--- src/rtl/gpio_irqmode_pkg.sv ---
// Shared definitions for the gpio family of blocks.
//   - CSR register offsets relative to a block's BASE_ADDR (5-bit address space)
//   - Interrupt type encodings, formed per pin as {ITYPE_HI[i], ITYPE_LO[i]}
//   - pin_event(): turns a pin's filtered level history into an event for its mode
package gpio_irqmode_pkg;

    localparam logic [4:0] OFS_OE       = 5'd0;
    localparam logic [4:0] OFS_OUT      = 5'd1;
    localparam logic [4:0] OFS_IN       = 5'd2;
    localparam logic [4:0] OFS_IE       = 5'd3;
    localparam logic [4:0] OFS_IP       = 5'd4;
    localparam logic [4:0] OFS_ITYPE_LO = 5'd5;
    localparam logic [4:0] OFS_ITYPE_HI = 5'd6;
    localparam logic [4:0] OFS_DB       = 5'd7;
    localparam logic [4:0] OFS_OUT_SET  = 5'd8;
    localparam logic [4:0] OFS_OUT_CLR  = 5'd9;

    typedef enum logic [1:0] {
        ITYPE_BOTH  = 2'b00,
        ITYPE_RISE  = 2'b01,
        ITYPE_FALL  = 2'b10,
        ITYPE_LEVEL = 2'b11
    } itype_e;

    // Level mode reports an event on every cycle the filtered input is high,
    // which is what keeps a level-triggered pending bit from being cleared.
    function automatic logic pin_event(input itype_e mode,
                                       input logic   filt,
                                       input logic   filt_q);
        logic ev;
        ev = 1'b0;
        case (mode)
            ITYPE_BOTH:  ev = filt ^ filt_q;
            ITYPE_RISE:  ev = filt & ~filt_q;
            ITYPE_FALL:  ev = ~filt & filt_q;
            ITYPE_LEVEL: ev = filt;
            default:     ev = 1'b0;
        endcase
        return ev;
    endfunction

endpackage

--- src/rtl/gpio_debounce.sv ---
// Single-pin input conditioner: two-flop synchroniser followed by a debounce
// counter. The filtered level only follows the synchronised input after it has
// disagreed with the filtered level for db+1 consecutive cycles.
// Ports:
//   clk, rst  - clock and synchronous active-high reset
//   pin       - asynchronous pin input
//   db        - debounce count shared by all pins
//   db_clr    - pulses when db is written; restarts the count, keeps filt
//   filt      - debounced pin level
module gpio_debounce (
    input  logic       clk,
    input  logic       rst,
    input  logic       pin,
    input  logic [7:0] db,
    input  logic       db_clr,
    output logic       filt
);

    logic       in0;
    logic       in1;
    logic [7:0] cnt;

    // Synchroniser and debounce counter. A count in progress is abandoned as
    // soon as the input agrees with filt again, so glitches shorter than db+1
    // cycles never reach filt.
    always_ff @(posedge clk) begin
        if (rst) begin
            in0  <= 1'b0;
            in1  <= 1'b0;
            filt <= 1'b0;
            cnt  <= 8'd0;
        end else begin
            in0 <= pin;
            in1 <= in0;
            if (db_clr) begin
                cnt <= 8'd0;
            end else if (in1 == filt) begin
                cnt <= 8'd0;
            end else if (cnt == db) begin
                filt <= in1;
                cnt  <= 8'd0;
            end else begin
                cnt <= cnt + 8'd1;
            end
        end
    end

endmodule

--- src/rtl/gpio_irqmode.sv ---
// GPIO block with per-pin debounced inputs and configurable edge/level
// interrupts, controlled through a 10-register CSR window at BASE_ADDR.
// Ports:
//   clk, rst - clock and synchronous active-high reset
//   csr_a    - CSR address (offset decoded modulo 32 from BASE_ADDR)
//   csr_di   - CSR write data
//   csr_we   - CSR write strobe
//   csr_do   - CSR read data, combinational from csr_a
//   in       - asynchronous pin inputs
//   out, oe  - registered pin output values and output enables
//   irq      - registered level interrupt, |(ip & ie) delayed one cycle
module gpio_irqmode #(
    parameter logic [4:0]           BASE_ADDR = 5'h00,
    parameter int                   NUM_GPIOS = 8,
    parameter logic [NUM_GPIOS-1:0] DFL_STATE = '0,
    parameter logic [NUM_GPIOS-1:0] DFL_OE    = '0
) (
    input  logic                 clk,
    input  logic                 rst,
    input  logic [4:0]           csr_a,
    input  logic [7:0]           csr_di,
    input  logic                 csr_we,
    output logic [7:0]           csr_do,
    input  logic [NUM_GPIOS-1:0] in,
    output logic [NUM_GPIOS-1:0] out,
    output logic [NUM_GPIOS-1:0] oe,
    output logic                 irq
);

    import gpio_irqmode_pkg::*;

    logic [4:0]           offset;
    logic [NUM_GPIOS-1:0] wdata;
    logic [NUM_GPIOS-1:0] ie;
    logic [NUM_GPIOS-1:0] ip;
    logic [NUM_GPIOS-1:0] itype_lo;
    logic [NUM_GPIOS-1:0] itype_hi;
    logic [7:0]           db;
    logic [NUM_GPIOS-1:0] filt;
    logic [NUM_GPIOS-1:0] filt_q;
    logic [NUM_GPIOS-1:0] ev;
    logic [NUM_GPIOS-1:0] ip_clr;
    logic                 db_we;

    // Subtracting the base lets the window wrap around the top of the 5-bit space.
    assign offset = csr_a - BASE_ADDR;
    assign wdata  = csr_di[NUM_GPIOS-1:0];
    assign db_we  = csr_we && (offset == OFS_DB);
    assign ip_clr = (csr_we && (offset == OFS_IP)) ? wdata : '0;

    for (genvar g = 0; g < NUM_GPIOS; g++) begin : g_pin
        gpio_debounce u_debounce (
            .clk    (clk),
            .rst    (rst),
            .pin    (in[g]),
            .db     (db),
            .db_clr (db_we),
            .filt   (filt[g])
        );
    end

    // Writable configuration and output registers. OUT_SET/OUT_CLR modify
    // only the bits written as 1, leaving the rest of out untouched.
    always_ff @(posedge clk) begin
        if (rst) begin
            out      <= DFL_STATE;
            oe       <= DFL_OE;
            ie       <= '0;
            itype_lo <= '0;
            itype_hi <= '0;
            db       <= 8'd0;
        end else if (csr_we) begin
            case (offset)
                OFS_OE:       oe       <= wdata;
                OFS_OUT:      out      <= wdata;
                OFS_IE:       ie       <= wdata;
                OFS_ITYPE_LO: itype_lo <= wdata;
                OFS_ITYPE_HI: itype_hi <= wdata;
                OFS_DB:       db       <= csr_di;
                OFS_OUT_SET:  out      <= out | wdata;
                OFS_OUT_CLR:  out      <= out & ~wdata;
                default:      ;
            endcase
        end
    end

    // Per-pin event according to the configured interrupt type.
    always_comb begin
        ev = '0;
        for (int i = 0; i < NUM_GPIOS; i++) begin
            ev[i] = pin_event(itype_e'({itype_hi[i], itype_lo[i]}), filt[i], filt_q[i]);
        end
    end

    // Pending bits and interrupt output. A set event is ORed in after the W1C
    // mask so it wins over a simultaneous clear; irq looks at the registered ip.
    always_ff @(posedge clk) begin
        if (rst) begin
            filt_q <= '0;
            ip     <= '0;
            irq    <= 1'b0;
        end else begin
            filt_q <= filt;
            ip     <= (ip & ~ip_clr) | ev;
            irq    <= |(ip & ie);
        end
    end

    // CSR read mux; unused upper bits and unmapped offsets read as zero.
    always_comb begin
        csr_do = 8'h00;
        case (offset)
            OFS_OE:       csr_do = 8'(oe);
            OFS_OUT:      csr_do = 8'(out);
            OFS_IN:       csr_do = 8'(filt);
            OFS_IE:       csr_do = 8'(ie);
            OFS_IP:       csr_do = 8'(ip);
            OFS_ITYPE_LO: csr_do = 8'(itype_lo);
            OFS_ITYPE_HI: csr_do = 8'(itype_hi);
            OFS_DB:       csr_do = db;
            OFS_OUT_SET:  csr_do = 8'(out);
            OFS_OUT_CLR:  csr_do = 8'(out);
            default:      csr_do = 8'h00;
        endcase
    end

endmodule

--- config.mk ---
export PLATFORM = sky130hd
export DESIGN_NAME = gpio_irqmode
export DESIGN_NICKNAME = d
export VERILOG_FILES = /design/src/rtl/gpio_irqmode_pkg.sv /design/src/rtl/gpio_debounce.sv /design/src/rtl/gpio_irqmode.sv
export SDC_FILE = /design/constraint.sdc
export NUM_CORES = 1
export LEC_CHECK = 0
export CAP_MARGIN = 20
export CORE_MARGIN = 1.5
export CORE_UTILIZATION = 54
export CTS_BUF_LIST = sky130_fd_sc_hd__clkbuf_8
export DETAILED_ROUTE_END_ITERATION = 10
export PLACE_DENSITY_LB_ADDON = 0.05
export SLEW_MARGIN = 0
export SYNTH_ARGS = -nofsm -noshare
export SYNTH_HDL_FRONTEND = slang
export SYNTH_SLANG_ARGS = --single-unit
--- constraint.sdc ---
create_clock -name clk -period 5.4 [get_ports clk]
set_input_delay 1.62 -clock clk [delete_from_list [all_inputs] [get_ports clk]]
set_output_delay 1.62 -clock clk [all_outputs]
set_load 0.03 [all_outputs]
==> results <==
- The flow ran to the end, and the final reports show no timing, DRC or antenna violations.
- The horizontal die dimension is around 120 um.
- The leading cell type in the layout, fill and taps excluded is sky130_fd_sc_hd__dfxtp_1.
- The congestion estimate from routability-driven global placement came to a little over 0.9.
- The worst setup path is captured at an output port.
- For the final routed database, the setup TNS stands at 0 ps.
- The pin count of the biggest net entering global routing is a little under 70.
- The area fraction of the dominant cell type after synthesis is 40.86%.
- In the post-synthesis netlist, the biggest area contributors are sky130_fd_sc_hd__dfxtp_1 41%, sky130_fd_sc_hd__xnor2_1 9.3%, sky130_fd_sc_hd__mux2i_1 6.0%.
- Clock latency on the worst-skew pair, taken at its later pin, is approximately 440 ps.
- For this run, the post-layout net count is 921.
- The leading register cell type out of synthesis is sky130_fd_sc_hd__dfxtp_1.
- The area added between synthesis and finish is 11.92%.
- After detailed routing, the met3 layer carries 898 um of wire.
- CTS saw 153 sinks.
- The register containing the most flip-flops in the final layout is g_pin.u_debounce.cnt.
- The synthesized netlist occupies a cell area of 0.007496 mm2.
- The met2 wire length is approximately 8400 um.
- Across all setup checks in the final design, the least slack found is approximately 310 ps.
- The via count of the first global-routing pass is 5689.
- The worst-case hold slack is roughly 440 ps.
- The maximum buffer depth of the clock tree is 2.
- The cell sitting at the root of the clock tree is a sky130_fd_sc_hd__clkbuf_8.
- The detailed router's first-iteration violation count is between 300 and 400.
- The average instance in the mapped netlist occupies 8.945 um2.
- After detailed routing, the average wire length per cell comes to around 17 um.
- The flip-flop count of the largest register, all copies and words added is between 60 and 70.
- The cell count after synthesis came out at roughly 840.
- Buffers inserted during clock tree synthesis total 17.
- Prior to clock tree synthesis, the placed netlist has a worst setup slack of ~170 ps.
- The TritonCTS clock tree is yes.
- The number of enable-type register cells in the synthesized netlist is 0.
- Once layout is done, the placed cells without fillers occupy ~0.0084 mm2.
- The antenna cell count is 0.
- For this run, design rule violations remaining after detail routing come to 0.
- STA puts the critical path data required time at between 3000 and 4000 ps.
- For this run the aggregate overflow at the end of global routing stands at 0.
- The number of gates given a new drive strength after cts is 0.
- Once detail routing completed, the nets flagged for antenna violations numbered 0.
- Input and output buffers added on the ports amount to 48.
- After detailed routing, no signal wire sits above met4.
- In this run the worst path has a maximum fanout of 12.
- The first global-routing pass estimated 28980 um of wire.
- 49 I/O pins were placed.
- Setup repair after global routing left no endpoint under its margin.
- The post-layout minimum cycle time is around 5100 ps.
- The die outline height is between 100 and 150 um.
- In this run the core area contains 42 standard-cell rows.
- After detailed routing, the total wire length is 17840 um.
- Yosys printed 0 warnings.
- The type of the tightest min-delay check is reg2reg.
- The worst vdd rail ir drop is about 0.00018 V.
- The floorplan step defined a die boundary enclosing approximately 0.015 mm2.
- The static leakage is ~3.1 nW.
- In the layout the commonest cells are 153 x sky130_fd_sc_hd__dfxtp_1, 80 x sky130_fd_sc_hd__xnor2_1, 68 x sky130_fd_sc_hd__nor3_1.
- The share of layout cells above drive strength 1 is 7.345%.
- For this run, asynchronously set or reset flops after synthesis account for 0%.
- Counting flops and latches in the post-synthesis netlist gives 153.
- Setup violations remaining at the end of the flow were counted as 0.
- Dividing total power by cell area gives a power density of between 200 and 300 mW/mm2.
- The number of hold-repair buffers added at the cts stage is 0.
- The worst setup path is launched from a primary input.
- Once the clock tree was built, the setup fixing pass inserted 0 buffers.
- The H-tree generated during clock tree synthesis spans 4 levels.
- The worst max-slew margin expressed relative to the limit is 45.79%.
- The actual slew at the worst max-slew pin is 812.0 ps.
- The via count of the routed design is 5953.
- The number of detailed-routing iterations run before antenna repair is 5.
- The cell area reported after detailed placement is 0.008025 mm2.
- In the routed layout, each cell is associated on average with a via count of around 5.6.
- Max-cap violations in this run came to 0.
- Clock-pin slew was measured on the worst setup and hold paths at 80 ps.
- In this run, placement finished with an instance count of slightly above 1000.
- The placeable core region is about 0.013 mm2.
- Once layout is complete, the cells apart from fillers number around 1100.
- The met1 wire length is approximately 8200 um.
- The worst path uses between 90% and 100% of the clock period.
- The portion of the post-synthesis area used by sequential elements is around 41%.
- Derived from the worst setup path, the maximum achievable clock frequency is 0.1965 GHz.
- The total count of max-transition violations in the final report is 0.
- The worst setup path is of the in2out kind.
- The starting utilization of the core area is a little under three fifths.
- The final count of hold timing violations is 0.
- The synthesized net count is 886.
- The half-perimeter wire length of the detailed placement result is roughly 12000 um.
- On the final layout, the worst clock skew is a little over 10 ps.
- The cell type contributing the most total cell area after synthesis is sky130_fd_sc_hd__dfxtp_1.
- The total track usage is 25.47%.
- The count of different cell masters after synthesis is 46.
- The number of antenna violations at the first check in global routing is 0.
- The data arrival at the endpoint of the critical path is 3470 ps.
[layer usage]
metal	vias to the layer above	GRT usage [%]
li1	2948	-
met1	2833	33.23
met5	-	0
met4	0	7.868
met2	153	42.47
met3	19	5.142
[worst max-delay path, stage by stage]
cell and delay (ps):
sky130_fd_sc_hd__clkdlybuf4s50_1 560, sky130_fd_sc_hd__buf_4 220, sky130_fd_sc_hd__or3b_1 500, sky130_fd_sc_hd__nor3_1 250, sky130_fd_sc_hd__a221oi_1 70, sky130_fd_sc_hd__nand2_1 80
sky130_fd_sc_hd__buf_4 160
[power by group]
part | total, mW | switching [mW] | internal, mW
Clock | 0.809 | 0.426 | 0.383
Combinational | 0.134 | 0.0782 | 0.0560
Sequential | 1.16 | 0.0158 | 1.14
Total | 2.10 | 0.520 | 1.58
[through the flow]
step | total power [mW] | util, %
finish | 2.102 | 62.61
global route | 2.183 | 62.61
CTS | 2.119 | 62.59
detailed placement | 1.318 | 59.89
global placement | 1.315 | 59.89
floorplan | 1.269 | -
[cells in the mapped netlist (2+ instances only)]
cell type and count:
sky130_fd_sc_hd__inv_1 35, sky130_fd_sc_hd__nand4_1 19, sky130_fd_sc_hd__o22ai_1 5, sky130_fd_sc_hd__nor2b_1 33, sky130_fd_sc_hd__buf_1 3, sky130_fd_sc_hd__clkbuf_1 15, sky130_fd_sc_hd__buf_4 2, sky130_fd_sc_hd__nand3_1 39
sky130_fd_sc_hd__a22oi_1 6, sky130_fd_sc_hd__xnor2_1 80, sky130_fd_sc_hd__o211ai_1 2, sky130_fd_sc_hd__mux2i_1 45, sky130_fd_sc_hd__mux4_2 3, sky130_fd_sc_hd__mux2_2 10, sky130_fd_sc_hd__or2_2 2, sky130_fd_sc_hd__a221oi_1 3
sky130_fd_sc_hd__nor3b_1 2, sky130_fd_sc_hd__nor3_1 68, sky130_fd_sc_hd__buf_2 15, sky130_fd_sc_hd__ha_1 24, sky130_fd_sc_hd__o21ai_0 34, sky130_fd_sc_hd__nand2_1 66, sky130_fd_sc_hd__buf_6 5, sky130_fd_sc_hd__and3_1 18
sky130_fd_sc_hd__dfxtp_1 153, sky130_fd_sc_hd__o21ai_1 7, sky130_fd_sc_hd__a21oi_1 34, sky130_fd_sc_hd__xor2_1 41, sky130_fd_sc_hd__a211oi_1 2, sky130_fd_sc_hd__nor2_1 50, sky130_fd_sc_hd__a32oi_1 2
[final timing paths]
check | cells after the start | startpoint | slack (ps) | endpoint
worst max-delay path | 7 | csr_a[2] | 310 | csr_do[3]
worst min-delay path | 1 | g_pin[1].u_debounce.in0 | 440 | g_pin[1].u_debounce.in1
worst max register to register | 4 | db[6] | 3360 | g_pin[6].u_debounce.cnt[2]
worst min register to register | 1 | g_pin[1].u_debounce.in0 | 440 | g_pin[1].u_debounce.in1
[layout make-up]
type                            count  area [um2]
Fill cell                        1155        5011
Timing Repair Buffer               57       540.5
Clock buffer                       19       261.5
Multi-Input combinational cell    609        4073
Tap cell                          176       220.2
Sequential cell                   153        3063
Inverter                           35       131.4
Clock inverter                     12       100.1
[cell families (layout without fill, tap and decap cells)]
| family | after synthesis | count (layout) | share of synthesized area [%] |
|---|---|---|---|
| xor+xnor | 121 | 121 | 14.14 |
| buf+inv | 76 | 123 | 4.807 |
| mux | 58 | 58 | 8.413 |
| simple gates | 306 | 306 | 20.23 |
| fa+ha+maj | 24 | 24 | 4.006 |
| compound gates | 100 | 100 | 7.545 |
| flops | 153 | 153 | 40.86 |
Note: power is estimated with default switching activity, not from simulation.
